===== src/rtl/skintone_pipe_ctrl.sv =====
// skintone_pipe_ctrl: valid/ready flow control around the fixed-latency,
// non-stallable Cb/Cr skin-tone transform pipelines. Pixels are admitted
// only when an output FIFO slot is already reserved for them. A tag shift
// register runs alongside the transforms, and a small FSM sequences frames
// through start, run and drain.
module skintone_pipe_ctrl #(
  parameter int LATENCY    = 6,
  parameter int FIFO_DEPTH = 8
) (
  input  logic        clk,
  input  logic        rst_n,
  input  logic        in_valid,
  output logic        in_ready,
  input  logic [7:0]  in_Y,
  input  logic [7:0]  in_Cb,
  input  logic [7:0]  in_Cr,
  input  logic        in_sof,
  input  logic        in_eof,
  output logic [7:0]  pipe_Y,
  output logic [7:0]  pipe_Cb,
  output logic [7:0]  pipe_Cr,
  input  logic [7:0]  pipe_cb_t,
  input  logic [7:0]  pipe_cr_t,
  output logic        out_valid,
  input  logic        out_ready,
  output logic [7:0]  out_Y,
  output logic [7:0]  out_Cb,
  output logic [7:0]  out_Cr,
  output logic        out_sof,
  output logic        out_eof,
  output logic        busy,
  output logic        frame_done,
  output logic [15:0] pixel_count,
  output logic [7:0]  drop_count,
  output logic        proto_err
);

  localparam int AW = $clog2(FIFO_DEPTH);
  // Wide enough to hold inflight + fifo occupancy without overflow.
  localparam int CW = $clog2(FIFO_DEPTH + LATENCY + 1);

  typedef enum logic [1:0] {IDLE = 2'd0, RUN = 2'd1, DRAIN = 2'd2} state_e;

  state_e state_q, state_d;

  // Tag shift register, aligned with the transform pipeline depth.
  logic [LATENCY-1:0] tvld_q, tsof_q, teof_q;
  logic [7:0]         ty_q [LATENCY];

  // Output FIFO storage and control.
  logic [7:0]            fy_q  [FIFO_DEPTH];
  logic [7:0]            fcb_q [FIFO_DEPTH];
  logic [7:0]            fcr_q [FIFO_DEPTH];
  logic [FIFO_DEPTH-1:0] fsof_q, feof_q;
  logic [AW-1:0]         wptr_q, rptr_q;
  logic [CW-1:0]         fcnt_q;

  logic [15:0] pix_cnt_q;
  logic [7:0]  drop_cnt_q;
  logic        proto_err_q, frame_done_q;

  logic          accept, tag_vld, fifo_wr, fifo_rd, drain_done;
  logic [CW-1:0] inflight;

  function automatic logic [CW-1:0] popcount(input logic [LATENCY-1:0] v);
    logic [CW-1:0] n;
    n = '0;
    for (int i = 0; i < LATENCY; i++) n = n + CW'(v[i]);
    return n;
  endfunction

  assign inflight = popcount(tvld_q);
  assign accept   = in_valid & in_ready;
  // Pixels accepted in IDLE without sof are consumed but never tagged.
  assign tag_vld  = accept & ((state_q != IDLE) | in_sof);
  assign fifo_wr  = tvld_q[LATENCY-1];
  assign out_valid = (fcnt_q != '0);
  assign fifo_rd  = out_valid & out_ready;
  // Drain completes on the edge that empties the FIFO, so frame_done appears
  // in the cycle right after the eof pixel is read.
  assign drain_done = (inflight == '0) && (fcnt_q == (fifo_rd ? CW'(1) : CW'(0)));

  assign pipe_Y  = in_Y;
  assign pipe_Cb = in_Cb;
  assign pipe_Cr = in_Cr;

  assign out_Y   = out_valid ? fy_q[rptr_q]   : 8'd0;
  assign out_Cb  = out_valid ? fcb_q[rptr_q]  : 8'd0;
  assign out_Cr  = out_valid ? fcr_q[rptr_q]  : 8'd0;
  assign out_sof = out_valid ? fsof_q[rptr_q] : 1'b0;
  assign out_eof = out_valid ? feof_q[rptr_q] : 1'b0;

  assign frame_done  = frame_done_q;
  assign pixel_count = pix_cnt_q;
  assign drop_count  = drop_cnt_q;
  assign proto_err   = proto_err_q;

  // FSM state register.
  always_ff @(posedge clk or negedge rst_n) begin
    if (!rst_n) state_q <= IDLE;
    else        state_q <= state_d;
  end

  // FSM next-state: one frame at a time, drain before the next sof.
  always_comb begin
    state_d = state_q;
    case (state_q)
      IDLE:    if (accept && in_sof) state_d = in_eof ? DRAIN : RUN;
      RUN:     if (accept && in_eof) state_d = DRAIN;
      DRAIN:   if (drain_done)       state_d = IDLE;
      default: state_d = IDLE;
    endcase
  end

  // FSM outputs: credit-based ready from registered state only.
  always_comb begin
    in_ready = 1'b0;
    busy     = 1'b0;
    in_ready = (state_q != DRAIN) && ((inflight + fcnt_q) < CW'(FIFO_DEPTH));
    busy     = (state_q != IDLE);
  end

  // Tag valid bits advance every edge; reset discards everything in flight.
  always_ff @(posedge clk or negedge rst_n) begin
    if (!rst_n) tvld_q <= '0;
    else        tvld_q <= {tvld_q[LATENCY-2:0], tag_vld};
  end

  // Tag payload advances every edge; meaningful only where the valid bit is set.
  always_ff @(posedge clk) begin
    tsof_q   <= {tsof_q[LATENCY-2:0], in_sof};
    teof_q   <= {teof_q[LATENCY-2:0], in_eof};
    ty_q[0]  <= in_Y;
    for (int i = 1; i < LATENCY; i++) ty_q[i] <= ty_q[i-1];
  end

  // FIFO pointers and occupancy; simultaneous read and write at any level.
  always_ff @(posedge clk or negedge rst_n) begin
    if (!rst_n) begin
      wptr_q <= '0;
      rptr_q <= '0;
      fcnt_q <= '0;
    end else begin
      if (fifo_wr) wptr_q <= wptr_q + 1'b1;
      if (fifo_rd) rptr_q <= rptr_q + 1'b1;
      fcnt_q <= fcnt_q + CW'(fifo_wr) - CW'(fifo_rd);
    end
  end

  // FIFO storage: capture the transform results alongside the delayed tag.
  always_ff @(posedge clk) begin
    if (fifo_wr) begin
      fy_q[wptr_q]   <= ty_q[LATENCY-1];
      fcb_q[wptr_q]  <= pipe_cb_t;
      fcr_q[wptr_q]  <= pipe_cr_t;
      fsof_q[wptr_q] <= tsof_q[LATENCY-1];
      feof_q[wptr_q] <= teof_q[LATENCY-1];
    end
  end

  // Frame statistics and protocol error flag.
  always_ff @(posedge clk or negedge rst_n) begin
    if (!rst_n) begin
      pix_cnt_q   <= '0;
      drop_cnt_q  <= '0;
      proto_err_q <= 1'b0;
    end else if (accept) begin
      if (state_q == IDLE) begin
        if (in_sof)                    pix_cnt_q  <= 16'd1;
        else if (drop_cnt_q != 8'hFF)  drop_cnt_q <= drop_cnt_q + 8'd1;
      end else if (state_q == RUN) begin
        pix_cnt_q <= pix_cnt_q + 16'd1;
        if (in_sof) proto_err_q <= 1'b1;
      end
    end
  end

  // One-cycle frame completion pulse on leaving DRAIN.
  always_ff @(posedge clk or negedge rst_n) begin
    if (!rst_n) frame_done_q <= 1'b0;
    else        frame_done_q <= (state_q == DRAIN) && drain_done;
  end

endmodule

===== config.mk =====
export PLATFORM = sky130hd
export DESIGN_NAME = skintone_pipe_ctrl
export DESIGN_NICKNAME = d
export VERILOG_FILES = /design/src/rtl/skintone_pipe_ctrl.sv
export SDC_FILE = /design/constraint.sdc
export NUM_CORES = 1
export LEC_CHECK = 0
export BUFFER_PORTS_ARGS = -buffer_cell sky130_fd_sc_hd__buf_2
export CORE_MARGIN = 1
export CORE_UTILIZATION = 60
export DETAILED_ROUTE_END_ITERATION = 8
export MAX_ROUTING_LAYER = met4
export PLACE_DENSITY_LB_ADDON = 0.25
export SKIP_LAST_GASP = 1
export SYNTH_ARGS = -nofsm -noshare
export SYNTH_HDL_FRONTEND = slang
export SYNTH_SLANG_ARGS = --single-unit

===== constraint.sdc =====
create_clock -name clk -period 8.5 [get_ports clk]
set_clock_uncertainty 0.2 [all_clocks]
set_input_delay 0.85 -clock clk [delete_from_list [all_inputs] [get_ports clk]]
set_output_delay 0.85 -clock clk [all_outputs]
set_load 0.005 [all_outputs]

==> metrics.md, run 1 <==
| Metric | Value |
|---|---|
| Diode count | `0` |
| Hold WS | `0.117 ns` |
| Share of cells above drive strength 1 | `0.294` |
| Maximum vdd drop | `0.176 mV` |
| Port bufs | `92` |
| Synth Register Bits | `312` |
| Critical Path Slowest Stage Cell | `fa_1` |
| Core area | `0.0188 mm^2` |
| Worst endpoint required time | `7.45 ns` |
| First-pass GRT wire length | `31300 um` |
| Area Growth Syn to Fin | `14.1%` |
| EDFF count, synth | `208` |
| Setup Fix Bufs, Post-CTS | `0` |
| Synth cell types | `49` |
| Endpoints failing hold | `0` |
| Clock Sinks | `312` |
| Die Ht | `141 um` |
| DR DRC count | `0` |
| F_max | `195 MHz` |
| Hold_buf cts | `0` |
| Synth Flop Type | `edfxtp_1` |
| Critical-path cell list | `fa_1, inv_1, fa_1, inv_1, ha_1, inv_1, fa_1, inv_1, ha_1, nand4_1, a21oi_2, nor2_1, nor2_1, buf_2` |
| Final HPWL DP | `11000 um` |
| Clk Latency, worst-skew pair | `0.55 ns` |
| Remaining Overflow, GRT | `0` |
| Setup crit start kind | `flop` |
| Final setup violation count | `0` |
| Design area | `0.0132 mm^2` |
| Sequential share of the synthesized area | `0.737` |
| CTS tree | `built` |
| Row Count | `50` |
| Vias in the first global route | `5800` |
| Status | `completed` |
| CP Class | `reg2out` |
| Post-Synthesis Cells | `643` |
| Placed Area | `0.0122 mm^2` |
| Pin count of the biggest net entering global routing | `55` |
| RSZ-0062 raised after global routing | `no` |
| Vias | `5710` |
| Worst path most repeated cell | `inv_1` |
| Iteration-0 DRC Markers | `263` |
| Total Die Area | `0.0199 mm^2` |
| Mean Syn Cell Area | `18.0 um^2` |
| Crit path max fanout | `11` |
| Worst-Margin Slew | `1.07 ns` |
| Sum Neg Setup Slack | `0 ns` |
| Post-synthesis cell area | `0.0116 mm^2` |
| Flop2flop setup slack | `4.16 ns` |
| Setup slack after layout | `3.38 ns` |
| Resized Gates After CTS | `0` |
| IO Pins | `125` |
| Fin crit period | `5.12 ns` |
| Async SR Flop Fraction | `0.141` |
| CTS Buf Count | `31` |
| Max Slew Vio Count | `0` |
| Fin crit share | `0.602` |
| Drt wl/cell | `19.5 um` |
| Crit-path max cell delay | `0.53 ns` |
| Tot Pwr | `4.36 mW` |
| CTS H-tree depth | `1` |
| Die width | `141 um` |
| Maximum buffer depth of the clock tree | `3` |
| Leakage | `4.94 nW` |
| Worst min path class | `reg2reg` |
| Net Count, Synth | `705` |
| Initial antenna violation count | `0` |
| YS warnings | `0` |
| Critical Path End Type | `output port` |
| DR vias/cell | `5.63` |
| Rel. slew slack | `0.285` |
| Clock transition at path regs | `0.06 ns` |
| TritonRoute pass-1 iters | `5` |
| Effective utilization at floorplan | `0.616` |
| Routed wire length | `19800 um` |
| Gr usage total | `0.214` |
| Max Cap Violations | `0` |
| Placement Setup Slack | `3.93 ns` |
| Final ANT Viol Nets | `0` |
| Nets | `791` |
| Clock tree root buffer cell | `clkbuf_16` |
| Power density over cell area | `329 mW/mm^2` |
| RePlAce Congestion | `0.859` |
| WP data arrival | `4.07 ns` |
metal layers:
layer / routed length, um / track usage / up-vias / share of wire
li1: - / - / 2609 / -
met1: 8320 / 0.276 / 2867 / 0.42
met2: 9950 / 0.354 / 190 / 0.50
met3: 1070 / 0.0377 / 44 / 0.054
met4: 466 / 0.0578 / 0 / 0.024
met5: 0 / - / - / 0
registers in the layout (all words and copies together) (netlist names), 8 cells and up:
name and count:
fcr_q 64, pixel_count 16, feof_q 8, fsof_q 8, ty_q 48, fy_q 64, fcb_q 64, drop_count 8
per-stage QoR:
step                 util  cells
floorplan               -    643
global placement    0.647    956
detailed placement  0.647    956
CTS                 0.703   1014
global route        0.703   1014
finish              0.703   1014
kinds of logic after synthesis:
group / share of synthesized area
AO/OA/AOI/OAI: 0.0233
XOR/XNOR: 0.0151
adder cells (fa/ha/maj): 0.0198
buffers and inverters: 0.0323
flip-flops: 0.737
multiplexers: 0.126
AND/OR/NAND/NOR: 0.0462
layout make-up:
cell class,instances,area [um^2]
clock buffers,44,898
clock inverters,14,144
fillers,1182,5600
inverters,19,71.3
multi-input cells,263,2700
flip-flops and latches,312,8550
well taps,260,325
repair buffers,102,536
layout by cell type, fill, tap and decap left out, drive strengths merged, types with 9 or more instances in the layout:
master,Yosys,routed
a21oi,11,11
buf,40,102
clkbuf,9,44
clkinv,0,9
dfrtp,44,44
dfxtp,60,60
edfxtp,208,208
ha,12,12
inv,19,21
mux2i,26,26
mux4,52,52
nand2,16,16
nand3,9,9
nor2,45,45
xor2,14,14
critical path, delay by kind of cell (launching register included):
kind | cells | cell delay [ns]
flip-flops | 1 | 0.40
adder cells (fa/ha/maj) | 5 | 1.84
AND/OR/NAND/NOR | 3 | 0.43
buffers and inverters | 5 | 0.33
AO/OA/AOI/OAI | 1 | 0.51
report_power, final:
group	switching [mW]	internal, mW	total [mW]
sequential	0.205	1.78	1.98
combinational	0.489	0.539	1.03
clock	0.541	0.802	1.34
final timing paths:
check | start | cells past startpoint | endpoint
hold reg to reg | teof_q[1]$_DFF_P_ | 0 | teof_q[2]$_DFF_P_
min in group asynchronous | rst_n | 1 | pixel_count[6]$_DFFE_PN0P_
max in group asynchronous | rst_n | 1 | rptr_q[0]$_DFFE_PN0P_
setup reg to reg | tvld_q[0]$_DFF_PN0_ | 14 | pixel_count[13]$_DFFE_PN0P_
setup / recovery | tvld_q[0]$_DFF_PN0_ | 14 | in_ready
hold / removal | teof_q[1]$_DFF_P_ | 0 | teof_q[2]$_DFF_P_
synthesized netlist by cell type (5+ instances only):
cell type / n / area share
edfxtp_1: 208 / 0.54
dfxtp_1: 60 / 0.10
mux4_2: 52 / 0.10
nor2_1: 45 / 0.015
dfrtp_1: 44 / 0.095
buf_4: 26 / 0.017
mux2i_1: 26 / 0.022
inv_1: 19 / 0.0061
nand2_1: 16 / 0.0052
xor2_1: 14 / 0.011
ha_1: 12 / 0.013
buf_2: 11 / 0.0047
a21oi_1: 9 / 0.0039
clkbuf_1: 9 / 0.0029
nand3_1: 8 / 0.0035
nor3_1: 6 / 0.0026
o2111ai_1: 6 / 0.0045
xnor2_1: 6 / 0.0045
and3_1: 5 / 0.0027
o21ai_0: 5 / 0.0022
No activity file was read; power rests on OpenSTA's default activity.
==> run 2: changes to the inputs <==
CORE_UTILIZATION = 58   (was 60)
clock period = 4.8 ns   (was 8.5 ns; I/O delays follow)
==> run 2 against run 1 <==
Net effect: sequential cell count unchanged; largest cell class unchanged; final cell count is 2.8% higher; count of clock-buffer cells in the layout decreased by 2; die area rose by 3.4%; utilization down 1.3 points; hold slack worse by 0.094 ns; setup slack worse by 3.2 ns; critical path depth stayed put; non-clock buffer count grew 27; sequential share of layout area fell by 1.1 points.
==> metrics.md, run 2 (synthesized netlist as in run 1, its figures left out) <==
| Metric | Value |
|---|---|
| Status | `completed (unchanged)` |
| Power density over cell area | `574 mW/mm^2 (was 329 mW/mm^2)` |
| Fill cell count | `1295 (was 1182)` |
| Worst-Margin Slew | `1.10 ns (was 1.07 ns)` |
| Rel. slew slack | `0.268 (was 0.285)` |
| Critical Path Sink | `in_ready (unchanged)` |
| Hold WS | `0.0229 ns (was 0.117 ns)` |
| Iteration-0 DRC Markers | `353 (was 263)` |
| CTS H-tree depth | `1 (unchanged)` |
| CP Class | `reg2out (unchanged)` |
| Area Growth Syn to Fin | `16.1% (was 14.1%)` |
| Worst endpoint required time | `4.12 ns (was 7.45 ns)` |
| RR Endpoint | `pixel_count[11]$_DFFE_PN0P_ (was pixel_count[13]$_DFFE_PN0P_)` |
| Die Ht | `143 um (was 141 um)` |
| RePlAce Congestion | `0.860 (was 0.859)` |
| Critical Path End Type | `output port (unchanged)` |
| Maximum vdd drop | `0.475 mV (was 0.176 mV)` |
| Max Slew Vio Count | `0 (unchanged)` |
| Design area | `0.0135 mm^2 (was 0.0132 mm^2)` |
| Diode count | `0 (unchanged)` |
| Placed Area | `0.0122 mm^2 (about the same)` |
| Max Cap Violations | `0 (unchanged)` |
| Tot Pwr | `7.72 mW (was 4.36 mW)` |
| Setup crit start kind | `flop (unchanged)` |
| Register-to-Register Path Depth | `16 (was 14)` |
| Leakage | `5.05 nW (was 4.94 nW)` |
| IO Pins | `125 (unchanged)` |
| Crit path max fanout | `11 (unchanged)` |
| Die width | `143 um (was 141 um)` |
| Crit path launch | `tvld_q[0]$_DFF_PN0_ (unchanged)` |
| Vias | `5789 (was 5710)` |
| WP data arrival | `3.94 ns (was 4.07 ns)` |
| Fin crit share | `0.963` |
| Core area | `0.0195 mm^2 (was 0.0188 mm^2)` |
| Remaining Overflow, GRT | `0 (unchanged)` |
| Final ANT Viol Nets | `0 (unchanged)` |
| Final HPWL DP | `11600 um (was 11000 um)` |
| First-pass GRT wire length | `31900 um (was 31300 um)` |
| Endpoints failing hold | `0 (unchanged)` |
| Pin count of the biggest net entering global routing | `55 (unchanged)` |
| DR vias/cell | `5.56 (was 5.63)` |
| Port bufs | `92 (unchanged)` |
| Nets | `816 (was 791)` |
| Vias in the first global route | `5998 (was 5800)` |
| FF/Latch Area | `0.00855 mm^2 (unchanged)` |
| Gr usage total | `0.212 (was 0.214)` |
| Multi-input logic area | `0.00271 mm^2 (was 0.00270 mm^2)` |
| CTS Buf Count | `29 (was 31)` |
| Clk Latency, worst-skew pair | `0.54 ns (was 0.55 ns)` |
| TritonRoute pass-1 iters | `4 (was 5)` |
| Biggest regs | `fcb_q (64), fcr_q (64), fy_q (64) (unchanged)` |
| Clock Sinks | `312 (unchanged)` |
| Fin crit period | `4.62 ns` |
| Commonest non-fill, non-tap cell in the layout | `edfxtp_1 (unchanged)` |
| DR DRC count | `0 (unchanged)` |
| Worst min path class | `in2reg (was reg2reg)` |
| Routed wire length | `20200 um (was 19800 um)` |
| F_max | `216 MHz` |
| Drt wl/cell | `19.4 um (was 19.5 um)` |
| Final setup violation count | `0 (unchanged)` |
| Worst r2r src | `tvld_q[0]$_DFF_PN0_ (unchanged)` |
| Maximum buffer depth of the clock tree | `3 (unchanged)` |
| Share of cells above drive strength 1 | `0.295 (was 0.294)` |
| Initial antenna violation count | `0 (unchanged)` |
| Total Die Area | `0.0206 mm^2 (was 0.0199 mm^2)` |
| Clock tree root buffer cell | `clkbuf_16 (unchanged)` |
| Clock transition at path regs | `0.06 ns (about the same)` |
| Flop2flop setup slack | `0.46 ns (was 4.16 ns)` |
| Effective utilization at floorplan | `0.594 (was 0.616)` |
| Most frequent cells in the layout | `edfxtp_1 (208), buf_2 (92), dfxtp_1 (60) (unchanged)` |
| Row Count | `51 (was 50)` |
| CTS tree | `built (unchanged)` |
==> run 2: cell types whose count changed in the layout (fill, tap and decap cells not counted), sizes merged <==
cell,delta
buf,+5
bufinv,-1
clkbuf,-2
clkinv,-1
dlygate4sd3,+22
==> run 2: worst min path at each step <==
stage / start / to / slack, ns / cells past startpoint
final: pipe_cb_t[2] / fcb_q[0][2]$_DFFE_PP_ / 0.02 / 1
after global routing: pipe_cr_t[6] / fcr_q[3][6]$_DFFE_PP_ / 0.008 / 1
after CTS: pipe_cb_t[2] / fcb_q[1][2]$_DFFE_PP_ / 0.0007 / 1
after detailed placement: ty_q[0][2]$_DFF_P_ / ty_q[1][2]$_DFF_P_ / 0.11 / 0
after global placement: ty_q[2][2]$_DFF_P_ / ty_q[3][2]$_DFF_P_ / 0.11 / 0
after floorplan: rst_n / drop_count[0]$_DFFE_PN0P_ / -0.02 / 0
==> run 2: cell type report <==
| type | instances | share of cell area |
|---|---|---|
| well taps | 265 | 0.0246 |
| flip-flops and latches | 312 | 0.636 |
| inverters | 19 | 0.00530 |
| clock inverters | 12 | 0.00809 |
| repair buffers | 129 | 0.0592 |
| multi-input cells | 263 | 0.202 |
| clock buffers | 42 | 0.0656 |
==> run 2: repair_timing <==
item                                   CTS  global route
setup endpoints to repair                0             1
endpoints found under the hold margin  138             0
resized for setup                        0             4
buffers inserted                         0             4
hold buffers                            22             0
==> run 2: power by group <==
part           leakage, nW  total (mW)  switching (mW)  internal, mW
registers             2.95        3.59           0.439          3.15
logic                 1.61        1.85           0.833          1.02
clock network        0.494        2.29           0.944          1.34
==> run 2: worst max-delay path, stage by stage, from the launching register on <==
cell and delay [ns]:
dfrtp_1 0.40, fa_1 0.53, inv_1 0.05, fa_1 0.43, inv_1 0.08, ha_1 0.13
inv_1 0.05, fa_1 0.50, inv_1 0.05, ha_1 0.28, nand4_1 0.22, and3_4 0.31
nor2_1 0.18, nor2_1 0.06, buf_2 0.13
==> run 2: metal layers <==
metal  part of all wire  track usage  wire length (um)
met1               0.42        0.267              8420
met2               0.52        0.360             10400
met3              0.051       0.0367              1040
met4              0.017       0.0510               345
met5                  0            -                 0
==> run 2: metrics by stage <==
| stage | setup TNS [ns] | instances | worst slack (ns) | utilization |
|---|---|---|---|---|
| after floorplan | 0 | 643 | 0.969 | - |
| after global placement | 0 | 962 | 0.682 | 0.625 |
| after detailed placement | 0 | 962 | 0.514 | 0.625 |
| after CTS | 0 | 1038 | 0.0144 | 0.687 |
| after global routing | -0.0446 | 1042 | -0.0446 | 0.689 |
| final | 0 | 1042 | 0.176 | 0.689 |
==> run 3: changes to the inputs <==
RECOVER_POWER = 100   (was default)
==> run 3 against run 2 <==
Net effect: the flow now finishes with violations (capacitance limit, slew limit); via count is 0.29% higher; setup slack better by 0.014 ns; sequential cell count stayed put; die area stayed put; sequential share of layout area is 0.59 points higher; sequential power hardly changed; fmax is 0.30% higher; total power is 0.74% lower; count of clock-buffer cells in the layout stayed put; combinational power is 3% lower.
==> metrics.md, run 3 (synthesized netlist as in run 1, its figures left out) <==
| Metric | Value |
|---|---|
| Sum Neg Setup Slack | `0 ns (unchanged)` |
| Fin crit period | `4.61 ns (was 4.62 ns)` |
| Die Ht | `143 um (unchanged)` |
| DR DRC count | `0 (unchanged)` |
| Clock tree root buffer cell | `clkbuf_16 (unchanged)` |
| WP data arrival | `3.93 ns (was 3.94 ns)` |
| Worst endpoint required time | `4.12 ns (about the same)` |
| First-pass GRT wire length | `31900 um (unchanged)` |
| Flop2flop setup slack | `0.45 ns (was 0.46 ns)` |
| Crit path launch | `tvld_q[0]$_DFF_PN0_ (unchanged)` |
| Setup crit start kind | `flop (unchanged)` |
| Fill cell count | `1336 (was 1295)` |
| CTS tree | `built (unchanged)` |
| Diode count | `0 (unchanged)` |
| Final HPWL DP | `11600 um (unchanged)` |
| Register-to-Register Path Depth | `16 (unchanged)` |
| Share of cells above drive strength 1 | `0.203 (was 0.295)` |
| TritonRoute pass-1 iters | `4 (unchanged)` |
| RePlAce Congestion | `0.860 (unchanged)` |
| Crit path max fanout | `11 (unchanged)` |
| Final setup violation count | `0 (unchanged)` |
| Pin count of the biggest net entering global routing | `55 (unchanged)` |
| Crit path buf inv count | `5 (unchanged)` |
| CP Class | `reg2out (unchanged)` |
| DR vias/cell | `5.57 (was 5.56)` |
| Commonest non-fill, non-tap cell in the layout | `edfxtp_1 (unchanged)` |
| CTS Buf Count | `29 (unchanged)` |
| Core area | `0.0195 mm^2 (unchanged)` |
| Leakage | `4.84 nW (was 5.05 nW)` |
| Die width | `143 um (unchanged)` |
| Drt wl/cell | `19.5 um (was 19.4 um)` |
| Maximum vdd drop | `0.470 mV (was 0.475 mV)` |
| Nets | `816 (unchanged)` |
| Final ANT Viol Nets | `0 (unchanged)` |
| Port bufs | `92 (unchanged)` |
| Fin crit share | `0.961 (was 0.963)` |
| IO Pins | `125 (unchanged)` |
| WHS Path Cells | `1 (unchanged)` |
| Initial antenna violation count | `0 (unchanged)` |
| Biggest regs | `fcb_q (64), fcr_q (64), fy_q (64) (unchanged)` |
| Clk Latency, worst-skew pair | `0.54 ns (about the same)` |
| Endpoints failing hold | `0 (unchanged)` |
| Remaining Overflow, GRT | `0 (unchanged)` |
| Area Growth Syn to Fin | `15.0% (was 16.1%)` |
| F_max | `217 MHz (was 216 MHz)` |
| Status | `finished with violations (was completed)` |
| Routed wire length | `20300 um (was 20200 um)` |
| Crit-path max cell delay | `0.53 ns (about the same)` |
| CTS H-tree depth | `1 (unchanged)` |
| Power density over cell area | `575 mW/mm^2 (was 574 mW/mm^2)` |
| Hold WS | `0.109 ns (was 0.0229 ns)` |
| Violated checks | `capacitance limit, slew limit` |
| Worst path most repeated cell | `inv_1 (unchanged)` |
| Most frequent cells in the layout | `edfxtp_1 (208), clkbuf_1 (66), dfxtp_1 (60) (was edfxtp_1 (208), buf_2 (92), dfxtp_1 (60))` |
| Clock Sinks | `312 (unchanged)` |
| Row Count | `51 (unchanged)` |
| Worst r2r src | `tvld_q[0]$_DFF_PN0_ (unchanged)` |
| Vias | `5806 (was 5789)` |
| Critical Path Sink | `in_ready (unchanged)` |
| Worst min path class | `in2reg (unchanged)` |
| Critical Path End Type | `output port (unchanged)` |
| Family with the most delay on the worst path | `adder cells (unchanged)` |
| Gr usage total | `0.212 (unchanged)` |
| Total Die Area | `0.0206 mm^2 (unchanged)` |
| Max Slew Vio Count | `263 (was 0)` |
| Maximum buffer depth of the clock tree | `3 (unchanged)` |
| RR Endpoint | `pixel_count[11]$_DFFE_PN0P_ (unchanged)` |
| Critical Path Slowest Stage Cell | `fa_1 (unchanged)` |
| Clock transition at path regs | `0.06 ns (about the same)` |
| Placement Setup Slack | `0.514 ns (unchanged)` |
| Max Cap Violations | `10 (was 0)` |
| Crit path depth | `14 (unchanged)` |
| Setup slack after layout | `0.189 ns (was 0.176 ns)` |
| DP Cell Count | `962 (unchanged)` |
| Iteration-0 DRC Markers | `338 (was 353)` |
| Vias in the first global route | `5998 (unchanged)` |
| Effective utilization at floorplan | `0.594 (unchanged)` |
| Critical-path cell list | `fa_1, inv_1, fa_1, inv_1, ha_1, inv_1, fa_1, inv_1, ha_1, nand4_1, and3_4, nor2_1, nor2_1, buf_2 (unchanged)` |
| Non-filler cells, final | `1042 (unchanged)` |
| Rel. slew slack | `-0.606 (was 0.268)` |
| Worst-Margin Slew | `2.41 ns (was 1.10 ns)` |
[run 3: cell types whose count changed in the layout (fill, tap and decap cells not counted)]
cell / change
buf_1: +3
buf_4: -9
clkbuf_1: +62
or2_1: -1
buf_2: -56
or2_0: +1
nor3_1: +2
and2_0: +1
and2_1: -1
nor3_2: -2
nor2_1: +4
nor2_2: -4
[run 3: metal layers]
layer  global-route usage  vias up  wire (um)
met5                    -        -          0
met4               0.0510        0        326
met3               0.0367       41       1110
met2                0.360      179      10500
met1                0.267     2936       8430
li1                     -     2650          -
[run 3: worst reg2reg max path, stage by stage, from the launching register on]
cell,delay (ns)
dfrtp_1,0.40
fa_1,0.53
inv_1,0.05
fa_1,0.43
inv_1,0.08
ha_1,0.13
inv_1,0.05
fa_1,0.50
inv_1,0.05
ha_1,0.28
nand4_1,0.22
a21oi_4,0.24
buf_4,0.15
buf_4,0.11
o211ai_2,0.21
or4_1,0.47
a21oi_1,0.17
[run 3: report_power, final]
group,internal [mW],switching (mW),leakage (nW),total [mW]
combinational,0.951,0.835,1.40,1.79
sequential,3.15,0.435,2.95,3.59
clock,1.34,0.947,0.494,2.29
total,5.45,2.22,4.84,7.66
[run 3: area by class of cell]
cell class | count | area (um^2) | area share
well taps | 265 | 332 | 0.0249
inverters | 19 | 71.3 | 0.00535
repair buffers | 129 | 693 | 0.0520
flip-flops and latches | 312 | 8550 | 0.641
clock inverters | 12 | 109 | 0.00816
clock buffers | 42 | 883 | 0.0662
multi-input cells | 263 | 2690 | 0.202
[run 3: what timing repair did]
| item | in CTS | in global routing |
|---|---|---|
| hold endpoints to repair | 138 | 0 |
| setup endpoints to repair | 0 | 1 |
| resized for setup | 0 | 4 |
| buffers inserted | 0 | 4 |
| hold buffers | 22 | 0 |
[run 3: worst min-delay path by stage]
stage                       start                         to  slack, ns
6_report             pipe_cr_t[6]      fcr_q[3][6]$_DFFE_PP_       0.11
5_1_grt              pipe_cr_t[5]      fcr_q[1][5]$_DFFE_PP_        0.1
4_1_cts              pipe_cb_t[2]      fcb_q[1][2]$_DFFE_PP_     0.0007
3_5_place_dp   ty_q[0][2]$_DFF_P_         ty_q[1][2]$_DFF_P_       0.11
3_3_place_gp   ty_q[2][2]$_DFF_P_         ty_q[3][2]$_DFF_P_       0.11
2_1_floorplan               rst_n  drop_count[0]$_DFFE_PN0P_      -0.02
[run 3: metrics by stage]
step / utilization / power [mW] / cell area (um^2)
2_1_floorplan: - / 4.81 / 11600
3_3_place_gp: 0.625 / 5.36 / 12200
3_5_place_dp: 0.625 / 5.44 / 12200
4_1_cts: 0.687 / 7.76 / 13400
5_1_grt: 0.683 / 8.08 / 13300
6_report: 0.683 / 7.66 / 13300
